### src/rtl/ofifo_col_bank_pkg.sv
// Shared project parameters for the systolic array datapath (mac_tile,
// mac array and output FIFO bank) plus a small pointer-width helper.
package ofifo_col_bank_pkg;

  localparam int unsigned COL     = 8;   // array columns
  localparam int unsigned PSUM_BW = 16;  // partial-sum width per column
  localparam int unsigned DEPTH   = 16;  // default entries per column FIFO

  // Pointer width: one extra MSB beyond the address so that full and
  // empty can be told apart when the low bits match.
  function automatic int unsigned ptr_bits(input int unsigned d);
    return $clog2(d) + 1;
  endfunction

endpackage

### src/rtl/fifo_col.sv
// Single-column synchronous FIFO.
//   clk     : clock, all state changes on rising edge
//   reset   : synchronous active-high, clears both pointers
//   wr      : write request; taken when not full, or when rd pops this cycle
//   rd      : pop (already qualified by the bank: only asserted when non-empty)
//   in      : write data
//   out     : current head entry (combinational from storage)
//   o_full  : depth entries stored
//   o_empty : no entries stored
module fifo_col
  import ofifo_col_bank_pkg::*;
#(
  parameter int unsigned psum_bw = PSUM_BW,
  parameter int unsigned depth   = DEPTH
) (
  input  logic               clk,
  input  logic               reset,
  input  logic               wr,
  input  logic               rd,
  input  logic [psum_bw-1:0] in,
  output logic [psum_bw-1:0] out,
  output logic               o_full,
  output logic               o_empty
);

  localparam int unsigned AW = $clog2(depth);
  localparam int unsigned PW = ptr_bits(depth);

  logic [PW-1:0]      wptr;
  logic [PW-1:0]      rptr;
  logic [psum_bw-1:0] mem [depth];
  logic               wr_en;

  assign o_empty = (wptr == rptr);
  assign o_full  = (wptr[AW-1:0] == rptr[AW-1:0]) && (wptr[AW] != rptr[AW]);

  // When full, a same-cycle pop frees the slot being written; the head is
  // captured by the bank on the same edge, so the overwrite is safe.
  assign wr_en = wr && (!o_full || rd);

  always_ff @(posedge clk) begin
    if (reset) begin
      wptr <= '0;
      rptr <= '0;
    end else begin
      if (wr_en) wptr <= wptr + 1'b1;
      if (rd)    rptr <= rptr + 1'b1;
    end
  end

  always_ff @(posedge clk) begin
    if (!reset && wr_en) mem[wptr[AW-1:0]] <= in;
  end

  assign out = mem[rptr[AW-1:0]];

endmodule

### src/rtl/ofifo_col_bank.sv
// Output FIFO bank: one FIFO per array column, drained as aligned rows.
//   clk        : clock
//   reset      : synchronous active-high; clears pointers, out, overflow
//   in         : column psums, column i at [psum_bw*(i+1)-1 : psum_bw*i]
//   wr         : per-column write strobe
//   rd         : pop one aligned row (ignored unless o_valid)
//   out        : registered row, loaded on an accepted pop
//   o_valid    : every column non-empty
//   o_full     : at least one column full
//   o_ready    : ~o_full
//   o_overflow : sticky, set when a write was dropped
module ofifo_col_bank
  import ofifo_col_bank_pkg::*;
#(
  parameter int unsigned col     = COL,
  parameter int unsigned psum_bw = PSUM_BW,
  parameter int unsigned depth   = DEPTH
) (
  input  logic                   clk,
  input  logic                   reset,
  input  logic [col*psum_bw-1:0] in,
  input  logic [col-1:0]         wr,
  input  logic                   rd,
  output logic [col*psum_bw-1:0] out,
  output logic                   o_valid,
  output logic                   o_full,
  output logic                   o_ready,
  output logic                   o_overflow
);

  logic [col-1:0]         full;
  logic [col-1:0]         empty;
  logic [col*psum_bw-1:0] heads;
  logic                   pop;
  logic                   drop;

  for (genvar g = 0; g < col; g++) begin : g_col
    fifo_col #(
      .psum_bw (psum_bw),
      .depth   (depth)
    ) u_fifo (
      .clk     (clk),
      .reset   (reset),
      .wr      (wr[g]),
      .rd      (pop),
      .in      (in[psum_bw*g +: psum_bw]),
      .out     (heads[psum_bw*g +: psum_bw]),
      .o_full  (full[g]),
      .o_empty (empty[g])
    );
  end

  // Flags come from pointer state only; a write into an empty column is
  // never bypassed to the same-cycle pop.
  assign o_valid = ~|empty;
  assign o_full  = |full;
  assign o_ready = ~o_full;

  assign pop  = rd && o_valid;
  assign drop = |(wr & full) && !pop;

  always_ff @(posedge clk) begin
    if (reset) begin
      out        <= '0;
      o_overflow <= 1'b0;
    end else begin
      if (pop)  out        <= heads;
      if (drop) o_overflow <= 1'b1;
    end
  end

endmodule

### config.mk
export PLATFORM = sky130hd
export DESIGN_NAME = ofifo_col_bank
export DESIGN_NICKNAME = d
export VERILOG_FILES = /design/src/rtl/ofifo_col_bank_pkg.sv /design/src/rtl/fifo_col.sv /design/src/rtl/ofifo_col_bank.sv
export SDC_FILE = /design/constraint.sdc
export NUM_CORES = 2
export LEC_CHECK = 0
export ABC_AREA = 1
export BUFFER_PORTS_ARGS = -buffer_cell sky130_fd_sc_hd__buf_2
export CORE_MARGIN = 2
export CORE_UTILIZATION = 40
export CTS_CLUSTER_DIAMETER = 60
export DETAILED_ROUTE_END_ITERATION = 10
export REMOVE_ABC_BUFFERS = 1
export SYNTH_ARGS = -nofsm -noshare
export SYNTH_HDL_FRONTEND = slang
export SYNTH_SLANG_ARGS = --single-unit
### constraint.sdc
create_clock -name clk -period 3.4 [get_ports clk]
set_input_delay 0.17 -clock clk [delete_from_list [all_inputs] [get_ports clk]]
set_output_delay 0.17 -clock clk [all_outputs]
set_load 0.02 [all_outputs]
==> reports/metrics.cfg <==
[pwr]
powerDensity_mw_per_mm2 = 557.1
ir_worst_vdd_v = 0.0004975
p_leak_nw = 35.09

[detailed_routing]
drc = 0
wl_per_cell_um = 21.35
via_count = 58500
drt-initial-drc-count = 5510
dr.pass1.iters = 6
viasPerCell = 5.440
detail-route-antenna-nets = 0
finalWirelength_mm = 229.6

[cts]
htreeDepth = 4
clk_latency_ns = 0.92
cts_setup_buffers = 0
cts_tree = done
clk_pin_slew_worst_paths_ns = 0.06
cts.path.max_buffers = 3
cts_root_buf = clkbuf_16
clkSinkCount = 2257
cts-buffers-inserted = 235

[sta]
slew_viol_final = 0
fmax_mhz = 326.8
rsz0062_at_grt = no
setup_violations = 0
worst_slack_ns = 0.3405
tns_ns = 0
tightest_slew_ns = 1.215
hold_viol = 0
min_period_ns = 3.060
skew_ns = 0.08036
post-route-period-util_pct = 89.99
slew_headroom_pct = 19.02

[logic_synthesis]
avgSynthCellArea_um2 = 12.39
yosysWarnings = 0
yosysUniqueCellTypes = 27
synth_top_area_cell = edfxtp_1
synthCells = 7152
syn_area_mm2 = 0.08863
synth.area.top_cells = edfxtp_1 69%, nor2_1 6.5%, o21ai_0 6.5%
synth-seq-area-share_pct = 74.11
synth_seq_cells = 2257
synth_top_cell_area_share_pct = 69.39

[placed_design]
io_buffers = 270
dpl_worst_slack_ns = 0.3068
post-dp-hpwl_mm = 136.4
gp_congestion = 0.8107

[run_status]
status = complete, no violations

[run]
drv_cap = 0

[worst_setup_path]
reg2reg_to = g_col[7].u_fifo.mem[6][12]
crit_type = register to output port
r2r_cells = 11
r2r_slack_ns = 0.35
slowest_delay_ns = 0.45
crit_fanout = 8
reg2reg_from = g_col[5].u_fifo.wptr[2]
path_cells = inv_1 > nand2_1 > nand2_1 > nor2_1 > nand2_1 > nor2_2 > inv_1 > o2111ai_1 > nor3_1 > buf_4 > inv_1 > buf_2
crit_slowest_cell = dfxtp_1
cp-end-kind = output port
cp-startpoint = g_col[3].u_fifo.wptr[2]
cp.arrival_ns = 2.89
start_kind = register
crit_end = o_full
required_ns = 3.23

[final_layout]
drive_gt1_share_pct = 13.56
final_nets = 7763
fill_cells = 19400
syn_to_final_growth_pct = 17.03

[floorplan]
initial_utilization_pct = 40.30
dieWidth_um = 474.7
rows = 172
pin_count = 271
core_mm2 = 0.2199
die_area_mm2 = 0.2254
die_height_um = 474.7

[global_routing]
grt_max_degree = 117
antenna_found_initial = 19
grt_usage_pct = 20.02
grt_overflow = 0
grt_pass1_wl_mm = 347.9
grt_pass1_vias = 56330

[min_path]
hold_start = in[11]
min_path_type = primary input to register

[metal layers]
layer  part of all wire [%]  vias to the layer above  GRT usage [%]
li1                       -                    27040              -
met1                     44                    29210          28.15
met2                     47                     1887          32.39
met3                    5.9                      348          2.862
met4                    2.4                       10          5.732
met5                  0.026                        -              0
[power by group]
group | total [mW] | internal, mW | switching (mW)
clock | 25.9 | 14.9 | 11.1
sequential | 30.5 | 30.4 | 0.0636
combinational | 1.35 | 0.383 | 0.972
[critical path, delay by kind of cell (launching register included)]
kind / cells / cell delay, ns
DFF: 1 / 0.45
AOI/OAI and AO/OA: 1 / 0.17
and+or+nand+nor: 6 / 0.71
buffers and inverters: 5 / 0.67
[registers in the layout, summed over array words and instances (netlist names)]
register	count
g_col.u_fifo.mem	2048
out	128
g_col.u_fifo.rptr	40
g_col.u_fifo.wptr	40
o_overflow	1
[cells in the mapped netlist (all sizes together)]
master,n
xor2,11
nor3,15
o21ai,1179
nor4,1
clkbuf,400
nand2,594
buf,88
edfxtp,2048
nand3b,8
ha,40
o211ai,77
nand3,245
nor2,1542
xnor2,13
clkinv,11
a21oi,69
o221ai,179
o22ai,335
o2111ai,1
dfxtp,209
inv,87
[layout make-up]
class                   instances  area [µm²]  area share [%]
multi-input cells            4309       20940           20.18
diodes                          8       20.02         0.01930
well taps                    2958        3701           3.568
inverters                      98       392.9          0.3788
clock inverters               138        1628           1.569
repair buffers                683        4997           4.818
clock buffers                 303        6327           6.100
flip-flops and latches       2257       65720           63.36
[stage by stage]
step                instances  power [mW]  area, µm²  utilization, %  hold WS (ns)
floorplan                6664       31.51      86700               -        0.2391
global placement        10170       32.27      94370           42.90        0.4880
detailed placement      10170       32.30      94370           42.90        0.4914
CTS                     10750       58.26     103700           47.15       0.09180
global route            10750       59.46     103700           47.16        0.1501
finish                  10750       57.78     103700           47.16        0.1598
[kinds of logic after synthesis]
family                   count (synthesis)  share of synthesized area (%)
XOR/XNOR                                24                         0.2372
AO/OA/AOI/OAI                         1840                          11.84
flip-flops                            2257                          74.11
adder cells (fa/ha/maj)                 40                         0.5647
AND/OR/NAND/NOR                       2405                          10.65
buffers and inverters                  586                          2.599
[cell usage in the layout (no fill, tap or decap), drive strengths merged, types with 117 or more instances in the layout]
master       synthesis  final
dlygate4sd3          0    138
clkinv              11    117
nor2              1542   1542
clkbuf             400    303
o22ai              335    335
edfxtp            2048   2048
dfxtp              209    209
buf                 88    545
nand2              594    594
o21ai             1179   1179
nand3              245    245
o221ai             179    179
[repair_timing]
item                       4_1_cts  5_1_grt
gates resized for setup          0        1
hold buffers                   138        0
setup endpoints to repair        0        2
hold endpoints to repair      2159        0
[how the worst min path moves through the flow]
stage / end / cells past startpoint
floorplan: g_col[0].u_fifo.rptr[4] / 1
global placement: out[101] / 2
detailed placement: out[20] / 2
CTS: g_col[0].u_fifo.mem[6][11] / 2
global route: g_col[0].u_fifo.mem[6][11] / 2
finish: g_col[0].u_fifo.mem[10][11] / 2
Power figures use the tool's default switching activity.
